==> config.mk <==
export PLATFORM = sky130hd
export DESIGN_NAME = serial_adder_ctrl_flat
export DESIGN_NICKNAME = d
export VERILOG_FILES = /design/src/rtl/serial_adder_ctrl_if.sv /design/src/rtl/serial_adder_ctrl.sv /design/src/flat_wrapper.sv
export SDC_FILE = /design/constraint.sdc
export NUM_CORES = 1
export LEC_CHECK = 0
export CORE_MARGIN = 8
export CORE_UTILIZATION = 40
export CTS_CLUSTER_DIAMETER = 150
export DETAILED_ROUTE_END_ITERATION = 8
export PLACE_DENSITY_LB_ADDON = 0.15
export SLEW_MARGIN = 20
export SYNTH_ARGS = -nofsm -noshare
export SYNTH_HDL_FRONTEND = slang
export SYNTH_SLANG_ARGS = --single-unit
export TNS_END_PERCENT = 30
==> constraint.sdc <==
create_clock -name clk -period 1.58 [get_ports clk]
set_input_delay 0.158 -clock clk [delete_from_list [all_inputs] [get_ports clk]]
set_output_delay 0.158 -clock clk [all_outputs]
set_load 0.01 [all_outputs]
==> src/rtl/serial_adder_ctrl_if.sv <==
`default_nettype none
// ============================================================================
// Module   : serial_adder_ctrl_if
// Purpose  : Bundles the operand/result handshake and the full-adder link of
//            the bit-serial adder controller.
// Revision : 1.0 - initial release
// ----------------------------------------------------------------------------
// Signals (direction seen from the controller, i.e. the slave modport):
//   start      in   request to begin an addition
//   a, b       in   N-bit operands, sampled on an accepted start
//   cin        in   carry-in, sampled on an accepted start
//   fa_x/y/z   out  bit pair and carry presented to the external full adder
//   fa_s, fa_c in   sum and carry returned by the external full adder
//   busy       out  high while bits are being shifted
//   done       out  one-cycle pulse when sum/cout become valid
//   sum, cout  out  result, held until the next accepted start
// The master modport is the environment: requester plus full adder.
// ============================================================================
interface serial_adder_ctrl_if #(
  parameter int N = 8
);
  logic         start;
  logic [N-1:0] a;
  logic [N-1:0] b;
  logic         cin;
  logic         fa_x;
  logic         fa_y;
  logic         fa_z;
  logic         fa_s;
  logic         fa_c;
  logic         busy;
  logic         done;
  logic [N-1:0] sum;
  logic         cout;

  modport slave (
    input  start, a, b, cin, fa_s, fa_c,
    output fa_x, fa_y, fa_z, busy, done, sum, cout
  );

  modport master (
    output start, a, b, cin, fa_s, fa_c,
    input  fa_x, fa_y, fa_z, busy, done, sum, cout
  );
endinterface
`default_nettype wire

==> src/rtl/serial_adder_ctrl.sv <==
`default_nettype none
// ============================================================================
// Module   : serial_adder_ctrl
// Purpose  : Bit-serial addition controller. Loads two N-bit operands and a
//            carry-in, feeds one bit pair per clock to an external full
//            adder, recirculates its carry and collects the sum bits LSB
//            first. {cout, sum} = a + b + cin after N shift cycles.
// Revision : 1.0 - initial release
// ----------------------------------------------------------------------------
// Ports:
//   clk    in   system clock, rising edge
//   rst_n  in   asynchronous active-low reset
//   bus    slave modport of serial_adder_ctrl_if (handshake + adder link)
// Parameters:
//   N      operand/result width, 2..32 (must match the interface N)
// ============================================================================
module serial_adder_ctrl #(
  parameter int N = 8
) (
  input  logic                   clk,
  input  logic                   rst_n,
  serial_adder_ctrl_if.slave     bus
);

  localparam int             CW       = $clog2(N + 1);
  localparam logic [CW-1:0]  CNT_LAST = CW'(N - 1);

  typedef enum logic [1:0] {
    IDLE  = 2'd0,
    SHIFT = 2'd1,
    DONE  = 2'd2
  } state_t;

  state_t        state;
  state_t        state_nxt;

  logic [N-1:0]  a_reg;
  logic [N-1:0]  b_reg;
  logic [N-1:0]  sum_reg;
  logic          carry_reg;
  logic [CW-1:0] cnt;

  // Published result; separate from sum_reg so partial sums never show.
  logic [N-1:0]  sum_out;
  logic          cout_out;

  logic          load;
  logic          shift_en;
  logic          last;
  logic [N-1:0]  sum_shift;

  // New sum bit enters at the MSB; after N shifts the first (LSB) bit
  // computed has reached bit 0.
  assign sum_shift = N'({bus.fa_s, sum_reg} >> 1);

  // --------------------------------------------------------------------------
  // State register
  // --------------------------------------------------------------------------
  always_ff @(posedge clk or negedge rst_n) begin
    if (!rst_n) begin
      state <= IDLE;
    end else begin
      state <= state_nxt;
    end
  end

  // --------------------------------------------------------------------------
  // Next-state and control decode
  // --------------------------------------------------------------------------
  always_comb begin
    state_nxt = state;
    load      = 1'b0;
    shift_en  = 1'b0;
    last      = 1'b0;
    unique case (state)
      IDLE: begin
        if (bus.start) begin
          load      = 1'b1;
          state_nxt = SHIFT;
        end
      end
      SHIFT: begin
        // start is deliberately ignored here; operands stay as loaded.
        shift_en = 1'b1;
        if (cnt == CNT_LAST) begin
          last      = 1'b1;
          state_nxt = DONE;
        end
      end
      DONE: begin
        // Accepting start here gives back-to-back additions.
        if (bus.start) begin
          load      = 1'b1;
          state_nxt = SHIFT;
        end else begin
          state_nxt = IDLE;
        end
      end
      default: begin
        state_nxt = IDLE;
      end
    endcase
  end

  // --------------------------------------------------------------------------
  // Datapath registers
  // --------------------------------------------------------------------------
  always_ff @(posedge clk or negedge rst_n) begin
    if (!rst_n) begin
      a_reg     <= '0;
      b_reg     <= '0;
      sum_reg   <= '0;
      carry_reg <= 1'b0;
      cnt       <= '0;
      sum_out   <= '0;
      cout_out  <= 1'b0;
    end else if (load) begin
      a_reg     <= bus.a;
      b_reg     <= bus.b;
      carry_reg <= bus.cin;
      cnt       <= '0;
    end else if (shift_en) begin
      a_reg     <= a_reg >> 1;
      b_reg     <= b_reg >> 1;
      sum_reg   <= sum_shift;
      carry_reg <= bus.fa_c;
      cnt       <= cnt + CW'(1);
      // The final shift lands directly in the output registers so the
      // result appears together with done.
      if (last) begin
        sum_out  <= sum_shift;
        cout_out <= bus.fa_c;
      end
    end
  end

  // --------------------------------------------------------------------------
  // Outputs
  // --------------------------------------------------------------------------
  assign bus.fa_x = a_reg[0];
  assign bus.fa_y = b_reg[0];
  assign bus.fa_z = carry_reg;
  assign bus.busy = (state == SHIFT);
  assign bus.done = (state == DONE);
  assign bus.sum  = sum_out;
  assign bus.cout = cout_out;

endmodule
`default_nettype wire

==> src/flat_wrapper.sv <==
// flat-port wrapper written by rule: the top's interface ports become plain ports
module serial_adder_ctrl_flat 
#(
  parameter int N = 8
)
  (clk, rst_n, bus_start, bus_a, bus_b, bus_cin, bus_fa_s, bus_fa_c, bus_fa_x, bus_fa_y, bus_fa_z, bus_busy, bus_done, bus_sum, bus_cout);
  serial_adder_ctrl_if #(.N(N)) bus_i ();
  input  logic clk;
  input  logic rst_n;
  input wire logic [$bits(bus_i.start)-1:0] bus_start;
  input wire logic [$bits(bus_i.a)-1:0] bus_a;
  input wire logic [$bits(bus_i.b)-1:0] bus_b;
  input wire logic [$bits(bus_i.cin)-1:0] bus_cin;
  input wire logic [$bits(bus_i.fa_s)-1:0] bus_fa_s;
  input wire logic [$bits(bus_i.fa_c)-1:0] bus_fa_c;
  output wire logic [$bits(bus_i.fa_x)-1:0] bus_fa_x;
  output wire logic [$bits(bus_i.fa_y)-1:0] bus_fa_y;
  output wire logic [$bits(bus_i.fa_z)-1:0] bus_fa_z;
  output wire logic [$bits(bus_i.busy)-1:0] bus_busy;
  output wire logic [$bits(bus_i.done)-1:0] bus_done;
  output wire logic [$bits(bus_i.sum)-1:0] bus_sum;
  output wire logic [$bits(bus_i.cout)-1:0] bus_cout;
  assign bus_i.start = bus_start;
  assign bus_i.a = bus_a;
  assign bus_i.b = bus_b;
  assign bus_i.cin = bus_cin;
  assign bus_i.fa_s = bus_fa_s;
  assign bus_i.fa_c = bus_fa_c;
  assign bus_fa_x = bus_i.fa_x;
  assign bus_fa_y = bus_i.fa_y;
  assign bus_fa_z = bus_i.fa_z;
  assign bus_busy = bus_i.busy;
  assign bus_done = bus_i.done;
  assign bus_sum = bus_i.sum;
  assign bus_cout = bus_i.cout;
  serial_adder_ctrl #(.N(N)) u_core (.clk(clk), .rst_n(rst_n), .bus(bus_i));
endmodule
==> impl_metrics.env, run 1 <==
export IMPL_tns_ns=0
export IMPL_final_cell_mix="nand2_1 (54), dfrtp_1 (39), clkdlybuf4s50_1 (32)"
export IMPL_ys_top_cells_by_area="dfrtp_1 (60%), nand2_1 (13%), mux2_2 (7.0%), a31oi_1 (5.0%), nor2_1 (3.5%)"
export IMPL_antenna_found_initial=0
export IMPL_drc=0
export IMPL_worstSetupPathType="flop to flop"
export IMPL_cts_root_buf="clkbuf_8"
export IMPL_cts_tree="yes"
export IMPL_fin_skew_ns=0.00672
export IMPL_io_buffers=35
export IMPL_synth_top_cell_area_share_pct=60.3
export IMPL_async_flop_share_pct=100
export IMPL_hold_class="input pin to flop"
export IMPL_drt_iter0_markers=102
export IMPL_grt_overflow_total=0
export IMPL_synth_seq_cells=39
export IMPL_finalSetupViolCount=0
export IMPL_cp_start_kind="flop"
export IMPL_dp_hpwl_um=2500
export IMPL_critical_path_required_ns=1.75
export IMPL_min_period_ns=1.47
export IMPL_drive_gt1_share_pct=14.2
export IMPL_whs_ns=0.435
export IMPL_drt_total_wl_um=3590
export IMPL_n_antenna_cell=0
export IMPL_synth_nets=183
export IMPL_row_count=23
export IMPL_hold_violations=0
export IMPL_fillCellCount=346
export IMPL_synth_top_cell_by_area="dfrtp_1"
export IMPL_ant_nets=0
export IMPL_max_clock_freq_ghz=0.679
export IMPL_grt_max_degree=40
export IMPL_start_util_pct=41.0
export IMPL_rsz0062_at_grt="false"
export IMPL_die_area_mm2=0.00634
export IMPL_syn_cell_area_mm2=0.00162
export IMPL_die_y_um=79.6
export IMPL_wl_per_cell_um=14.1
export IMPL_arrival_ns=1.65
export IMPL_status="completed"
export IMPL_htree_levels=2
export IMPL_end_kind="flop"
export IMPL_fin_ws_ns=0.107
export IMPL_cts_sinks=39
export IMPL_cp_max_fo=6
export IMPL_vias=1279
export IMPL_cts_setup_buffers=0
export IMPL_cts_path_max_buffers=2
export IMPL_synth_cell_types=22
export IMPL_final_common_cell="nand2_1"
export IMPL_detailedPlace_worstSlack_ns=0.0952
export IMPL_grt_pass1_vias=1323
export IMPL_fin_crit_sh_pct=93.2
export IMPL_clkLatencyLatePin_ns=0.29
export IMPL_grt_pass1_wl_um=6180
export IMPL_first_pass_iters=5
export IMPL_vias_per_cell=5.04
export IMPL_dieWidth_um=79.6
export IMPL_ys_seq_area_share_pct=60.3
export IMPL_num_io_pins=36
export IMPL_nNetsFinal=226
export IMPL_track_usage_pct=12.4
export IMPL_slew_headroom_pct=67.9
export IMPL_power_density_mw_per_mm2=1930
export IMPL_max_cap_viol_count=0
export IMPL_synth_main_ff_cell="dfrtp_1"
export IMPL_cts_buffers=5
export IMPL_place_congestion=0.771
export IMPL_leakage_nw=0.997
export IMPL_clk_pin_slew_worst_paths_ns=0.07
export IMPL_synthCells=160
export IMPL_ir_drop_mv=1.13
export IMPL_ys_warn_count=0
export IMPL_syn_to_final_growth_pct=33.7
export IMPL_tightest_slew_ns=0.482
export IMPL_core_area_mm2=0.00394
export IMPL_finalMaxSlewViolations=0
export IMPL_synth_edf_count=0
export IMPL_syn_avg_cell_area_um2=10.1
-- per-stage QoR --
| step | instance area [um^2] | cells | utilization (%) | total power, mW |
|---|---|---|---|---|
| 2_1_floorplan | 1620 | 160 | - | 2.77 |
| 3_3_place_gp | 2050 | 245 | 52.0 | 3.45 |
| 3_5_place_dp | 2050 | 245 | 52.0 | 3.50 |
| 4_1_cts | 2160 | 254 | 54.7 | 4.25 |
| 5_1_grt | 2160 | 254 | 54.9 | 4.53 |
| 6_report | 2160 | 254 | 54.9 | 4.18 |
-- worst paths after layout --
kind,end,start,slack [ns],depth (start not counted)
max in group asynchronous,u_core.bus.fa_z,rst_n,0.79,3
worst min register to register,u_core.sum_reg[1],u_core.sum_reg[1],0.48,2
min in group asynchronous,u_core.b_reg[2],rst_n,0.45,3
worst max-delay path,u_core.bus.sum[6],u_core.cnt[0],0.11,5
worst min-delay path,u_core.a_reg[7],bus_a[7],0.43,3
worst max register to register,u_core.bus.sum[6],u_core.cnt[0],0.11,5
-- timing repair --
| action | 4_1_cts | 5_1_grt |
|---|---|---|
| endpoints found under the setup margin | 1 | 2 |
| hold buffers | 1 | 0 |
| gates resized for setup | 1 | 2 |
| endpoints found under the hold margin | 39 | 0 |
-- Yosys cell counts (all sizes together), types with 2 or more instances --
cell type and count:
nor2b 2, dfrtp 39, nand3 2, mux2i 2, nand2 54, o21ai 2
a31oi 13, nor3 2, a22o 2, clkbuf 6, mux2 10, nor2 15
nand2b 2, buf 3
-- power by group --
part | switching [mW] | leakage [nW] | internal [mW]
clock | 0.328 | 0.0515 | 0.398
sequential | 0.278 | 0.479 | 1.47
combinational | 0.846 | 0.466 | 0.864
-- layer usage --
layer	vias up	wire, um	part of all wire [%]	track usage [%]
met2	33	1660	46	19.3
met1	627	1560	43	13.9
met4	0	57	1.6	5.56
met3	4	314	8.7	6.31
li1	615	-	-	-
met5	-	0	0	0
-- logic make-up after synthesis --
family / count (synthesis) / share of synthesized area [%]
and+or+nand+nor: 78 / 19.9
DFF: 39 / 60.3
AOI/OAI and AO/OA: 20 / 7.89
muxes: 12 / 8.20
buffers and inverters: 10 / 2.94
adders and majority gates: 1 / 0.773
-- critical path, stage by stage, from the launching register on --
cell and delay [ns]:
dfrtp_1 0.40, ha_2 0.21, nand2_1 0.10, nor3_4 0.14, buf_4 0.17, mux2_2 0.34
-- cell type report --
type                    instances  area (um^2)  area share, %
flip-flops and latches         39          976           45.1
multi-input cells             111          597           27.6
repair buffers                 45          424           19.6
clock buffers                   8          100           4.63
well taps                      50         62.6           2.89
inverters                       1         3.75          0.174
Note: power is estimated with default switching activity, not from simulation.
==> inputs of run 2 (changes only) <==
Settings changed: CELL_PAD_IN_SITES_DETAIL_PLACEMENT set to 1, CELL_PAD_IN_SITES_GLOBAL_PLACEMENT set to 1, CORE_UTILIZATION 40 to 37, GPL_TIMING_DRIVEN set to 0.
==> run 2 against run 1 <==
  * Sequential power about the same
  * Worst hold slack got worse by 0.066 ns
  * Global-route usage increased by 1.4 points
  * Clock power about the same
  * Design area increased by 3.2%
  * Cell count increased by 3.1%
==> impl_metrics.env, run 2 (synthesized netlist as in run 1, its figures left out) <==
export IMPL_status="completed"
export IMPL_max_cap_viol_count=0
export IMPL_max_clock_freq_ghz=0.655
export IMPL_slew_headroom_pct=65.1
export IMPL_crit_path_max_incr_delay_ns=0.41
export IMPL_grt_use_met2_pct=25.1
export IMPL_worstSetupPathType="flop to output port"
export IMPL_top_usage_layer="met2"
export IMPL_start_util_pct=37.7
export IMPL_whs_ns=0.368
export IMPL_drt_iter0_markers=34
export IMPL_num_io_pins=36
export IMPL_grt_pass1_vias=1481
export IMPL_post_route_cell_area_mm2=0.00223
export IMPL_clk_pin_slew_worst_paths_ns=0.07
export IMPL_use_met3_pct=5.41
export IMPL_grt_pass1_wl_um=7120
export IMPL_cts_tree="yes"
export IMPL_fin_crit_sh_pct=96.7
export IMPL_cts_buffers=5
export IMPL_hold_violations=0
export IMPL_ir_drop_mv=0.886
export IMPL_drt_total_wl_um=4380
export IMPL_cp_max_fo=10
export IMPL_critPathMostFrequentCell="buf_6"
export IMPL_ant_nets=0
export IMPL_fin_skew_ns=0.00294
export IMPL_dpl_instance_area_mm2=0.00206
export IMPL_drive_gt1_share_pct=15.7
export IMPL_hold_class="input pin to asynchronous set/reset pin"
export IMPL_power_density_mw_per_mm2=1980
export IMPL_fin_util_pct=52.0
export IMPL_place_congestion=0.732
export IMPL_tightest_slew_ns=0.523
export IMPL_die_y_um=82.1
export IMPL_vias_per_cell=5.06
export IMPL_critical_path_required_ns=1.42
export IMPL_rsz0062_at_grt="true"
export IMPL_grt_max_degree=21
export IMPL_final_cell_mix="nand2_1 (53), dfrtp_1 (39), clkdlybuf4s50_1 (32)"
export IMPL_fin_cells=262
export IMPL_first_pass_iters=5
export IMPL_vias=1327
export IMPL_crit_path_cell_trace="nand2b_1 > buf_6 > inv_2 > buf_6 > buf_8 > buf_6"
export IMPL_crit_slowest_cell="dfrtp_1"
export IMPL_cp_start_kind="flop"
export IMPL_total_power_mw=4.41
export IMPL_antenna_found_initial=0
export IMPL_syn_to_final_growth_pct=38.1
export IMPL_cts_path_max_buffers=2
export IMPL_die_area_mm2=0.00674
export IMPL_core_area_mm2=0.00429
export IMPL_finalSetupViolCount=0
export IMPL_io_buffers=35
export IMPL_dieWidth_um=82.1
export IMPL_final_common_cell="nand2_1"
export IMPL_row_count=24
export IMPL_htree_levels=2
export IMPL_clkLatencyLatePin_ns=0.28
export IMPL_grt_overflow_total=0
export IMPL_dp_hpwl_um=3140
export IMPL_dp_cells=248
export IMPL_grt_use_met1_pct=15.0
export IMPL_finalMaxSlewViolations=0
export IMPL_n_antenna_cell=0
export IMPL_wl_per_cell_um=16.7
export IMPL_arrival_ns=1.37
export IMPL_drc=0
export IMPL_track_usage_pct=13.9
export IMPL_cts_root_buf="clkbuf_8"
export IMPL_end_kind="output port"
export IMPL_nNetsFinal=232
export IMPL_cts_sinks=39
export IMPL_min_period_ns=1.53
export IMPL_leakage_nw=1.02
[run 2: cell types whose count changed in the layout (fill, tap and decap cells not counted), sizes merged]
| cell | before | now |
|---|---|---|
| dlygate4sd2 | 1 | 0 |
| buf | 10 | 11 |
| clkbuf | 8 | 14 |
[run 2: path summary, 6_finish.rpt]
check	start	endpoint	slack (ns)	cells past startpoint
min in group clk	bus_fa_s	u_core.sum_reg[7]	0.43	3
max in group asynchronous	rst_n	u_core.bus.sum[1]	0.74	3
max	u_core.state[0]	bus_busy	0.05	6
min reg2reg	u_core.sum_reg[1]	u_core.sum_reg[1]	0.48	2
max reg2reg	u_core.cnt[0]	u_core.bus.sum[1]	0.09	5
min	rst_n	u_core.a_reg[2]	0.37	2
[run 2: where the power goes]
| part | switching (mW) | internal, mW | total (mW) | leakage [nW] |
|---|---|---|---|---|
| sequential | 0.299 | 1.47 | 1.77 | 0.479 |
| clock | 0.328 | 0.398 | 0.727 | 0.0515 |
| combinational | 0.953 | 0.965 | 1.92 | 0.493 |
| total | 1.58 | 2.83 | 4.41 | 1.02 |
[run 2: routing by layer]
| metal | vias to the layer above | part of all wire, % |
|---|---|---|
| met4 | 0 | 0.27 |
| met5 | - | 0 |
| met2 | 26 | 53 |
| li1 | 625 | - |
| met1 | 674 | 41 |
| met3 | 2 | 6.4 |
[run 2: what timing repair did]
item / in CTS / in global routing
setup buffers: 3 / 2
endpoints found under the hold margin: 19 / 0
hold buffers: 1 / 0
pin swaps: 1 / 1
gates resized for setup: 10 / 7
endpoints found under the setup margin: 10 / 15
[run 2: cell type report]
class                      count  area [um^2]
buffer                         9         61.3
clock buffer                   8          100
fill                         473         2060
inverter                       1         3.75
multi-input combinational    111          599
sequential                    39          976
tap                           52         65.1
timing repair buffer          42          428
[run 2: worst max-delay path, delay by kind of cell (launching register included)]
family / cells / cell delay [ns]
flip-flops: 1 / 0.41
buffers and inverters: 5 / 0.57
AND/OR/NAND/NOR: 1 / 0.11
[run 2: per-stage QoR]
stage	setup TNS (ns)	setup WS, ns
after CTS	0	0.00473
after floorplan	0	0.130
after global routing	-0.0214	-0.0214
final	0	0.0527
after global placement	-24.49	-0.612
after detailed placement	-1.16	-0.337
==> inputs of run 3 (changes only) <==
Settings changed: TNS_END_PERCENT 30 to 5.
==> run 3 against run 2 <==
  * First-iteration DRC count is 12% lower
  * Sequential cell count stayed put
  * Maximum frequency is 0.39% higher
  * Register-to-register slack hardly changed
  * Utilization is 0.35 points lower
  * Via count is 0.38% lower
  * Count of clock-buffer cells in the layout stayed put
  * Cell count is 0.76% lower
  * Wire length is 0.32% lower
  * Design area is 0.67% lower
  * Global-route usage stayed put
==> impl_metrics.env, run 3 (synthesized netlist as in run 1, its figures left out) <==
export IMPL_status="completed"
export IMPL_total_power_mw=4.38
export IMPL_io_buffers=35
export IMPL_rr_endpoint="u_core.bus.sum[1]"
export IMPL_reg2reg_depth=5
export IMPL_drt_total_wl_um=4370
export IMPL_drc=0
export IMPL_clk_pin_slew_worst_paths_ns=0.07
export IMPL_first_pass_iters=5
export IMPL_start_util_pct=37.7
export IMPL_die_area_mm2=0.00674
export IMPL_cp_max_fo=10
export IMPL_antenna_found_initial=0
export IMPL_post_route_cell_area_mm2=0.00222
export IMPL_grt_max_degree=21
export IMPL_cp_start_kind="flop"
export IMPL_fin_skew_ns=0.00318
export IMPL_num_io_pins=36
export IMPL_track_usage_pct=13.9
export IMPL_fin_cells=260
export IMPL_htree_levels=2
export IMPL_place_congestion=0.732
export IMPL_rrSetupSlack_ns=0.10
export IMPL_die_y_um=82.1
export IMPL_max_clock_freq_ghz=0.657
export IMPL_rsz0062_at_grt="true"
export IMPL_clkLatencyLatePin_ns=0.28
export IMPL_final_common_cell="nand2_1"
export IMPL_slew_headroom_pct=65.6
export IMPL_core_area_mm2=0.00429
export IMPL_cts_tree="yes"
export IMPL_clkPwrFrac_pct=16.6
export IMPL_vias=1322
export IMPL_dpl_instance_area_mm2=0.00206
export IMPL_fillCellCount=474
export IMPL_vias_per_cell=5.08
export IMPL_top_layer="met4"
export IMPL_wl_met2_um=2290
export IMPL_fin_util_pct=51.7
export IMPL_row_count=24
export IMPL_n_antenna_cell=0
export IMPL_dieWidth_um=82.1
export IMPL_grt_overflow_total=0
export IMPL_pwr_share_seq_pct=40.4
export IMPL_grt_pass1_vias=1481
export IMPL_wl_met1_um=1790
export IMPL_ant_nets=0
export IMPL_worstSetupPathType="flop to output port"
export IMPL_leakage_nw=1.01
export IMPL_nNetsFinal=230
export IMPL_p_int_mw=2.81
export IMPL_p_switching_mw=1.58
export IMPL_fin_crit_sh_pct=96.3
export IMPL_finalSetupViolCount=0
export IMPL_hold_class="input pin to asynchronous set/reset pin"
export IMPL_grt_pass1_wl_um=7120
export IMPL_tightest_slew_ns=0.515
export IMPL_final_cell_mix="nand2_1 (54), dfrtp_1 (39), clkdlybuf4s50_1 (32)"
export IMPL_cts_sinks=39
export IMPL_seqCellArea_um2=976
export IMPL_end_kind="output port"
export IMPL_drive_gt1_share_pct=14.4
export IMPL_cts_root_buf="clkbuf_8"
export IMPL_max_cap_viol_count=0
export IMPL_ir_drop_mv=0.892
export IMPL_hold_violations=0
export IMPL_cts_buffers=5
export IMPL_reg2reg_from="u_core.state[1]"
export IMPL_dp_hpwl_um=3140
export IMPL_drt_iter0_markers=30
export IMPL_dp_cells=248
export IMPL_min_period_ns=1.52
export IMPL_multi_input_area_um2=597
export IMPL_syn_to_final_growth_pct=37.1
export IMPL_critical_path_required_ns=1.42
export IMPL_cts_path_max_buffers=2
export IMPL_wl_met3_um=282
export IMPL_arrival_ns=1.36
export IMPL_power_density_mw_per_mm2=1970
export IMPL_p_comb_share_pct=43.0
export IMPL_p_sw_share_pct=36.0
export IMPL_finalMaxSlewViolations=0
export IMPL_wl_per_cell_um=16.8
run 3: final cells by class:
class / instances / area share, %
Multi-Input combinational cell: 111 / 26.9
Buffer: 9 / 2.76
Timing Repair Buffer: 40 / 18.6
Inverter: 1 / 0.282
Clock buffer: 8 / 4.51
Tap cell: 52 / 2.93
Sequential cell: 39 / 44.0
run 3: how the worst max path moves through the flow:
stage                     from           endpoint  depth (start not counted)
2_1_floorplan  u_core.state[1]    u_core.bus.cout                          4
6_report       u_core.state[0]           bus_busy                          6
3_3_place_gp             rst_n  u_core.sum_reg[2]                          1
4_1_cts        u_core.state[0]           bus_done                          2
5_1_grt        u_core.state[0]           bus_busy                          6
3_5_place_dp   u_core.state[1]           bus_busy                          6
run 3: metrics by stage:
stage               setup slack (ns)  hold WS (ns)  setup TNS (ns)
floorplan                      0.130        -0.138               0
global placement              -0.612         0.459          -24.49
detailed placement            -0.337         0.153           -1.16
CTS                          0.00473         0.384               0
global route                 -0.0152         0.400         -0.0152
finish                        0.0587         0.370               0
run 3: repair_timing:
| item | CTS | global route |
|---|---|---|
| endpoints found under the hold margin | 19 | 0 |
| resized for setup | 10 | 7 |
| hold buffers | 1 | 0 |
| buffers inserted | 3 | 0 |
| gates cloned | 0 | 0 |
| endpoints found under the setup margin | 10 | 15 |
| pin swaps | 1 | 1 |
run 3: layer usage:
metal / vias up / global-route usage, %
met5: - / 0
met3: 2 / 5.41
li1: 625 / -
met1: 669 / 15.0
met2: 26 / 25.1
met4: 0 / 2.63
run 3: worst max-delay path, cell delays in order (launching register included):
cell and delay (ns):
dfrtp_1 0.41, nand2b_1 0.11, buf_6 0.16, inv_4 0.04, buf_6 0.11, buf_8 0.13, buf_6 0.12
run 3: power by group through the flow:
stage               clock, mW  combinational (mW)  sequential (mW)
finish                  0.727                1.89             1.77
global route            0.791                2.11             1.83
CTS                     0.756                1.91             1.77
detailed placement          0                1.79             1.78
global placement            0                1.70             1.74
floorplan                   0               0.991             1.78
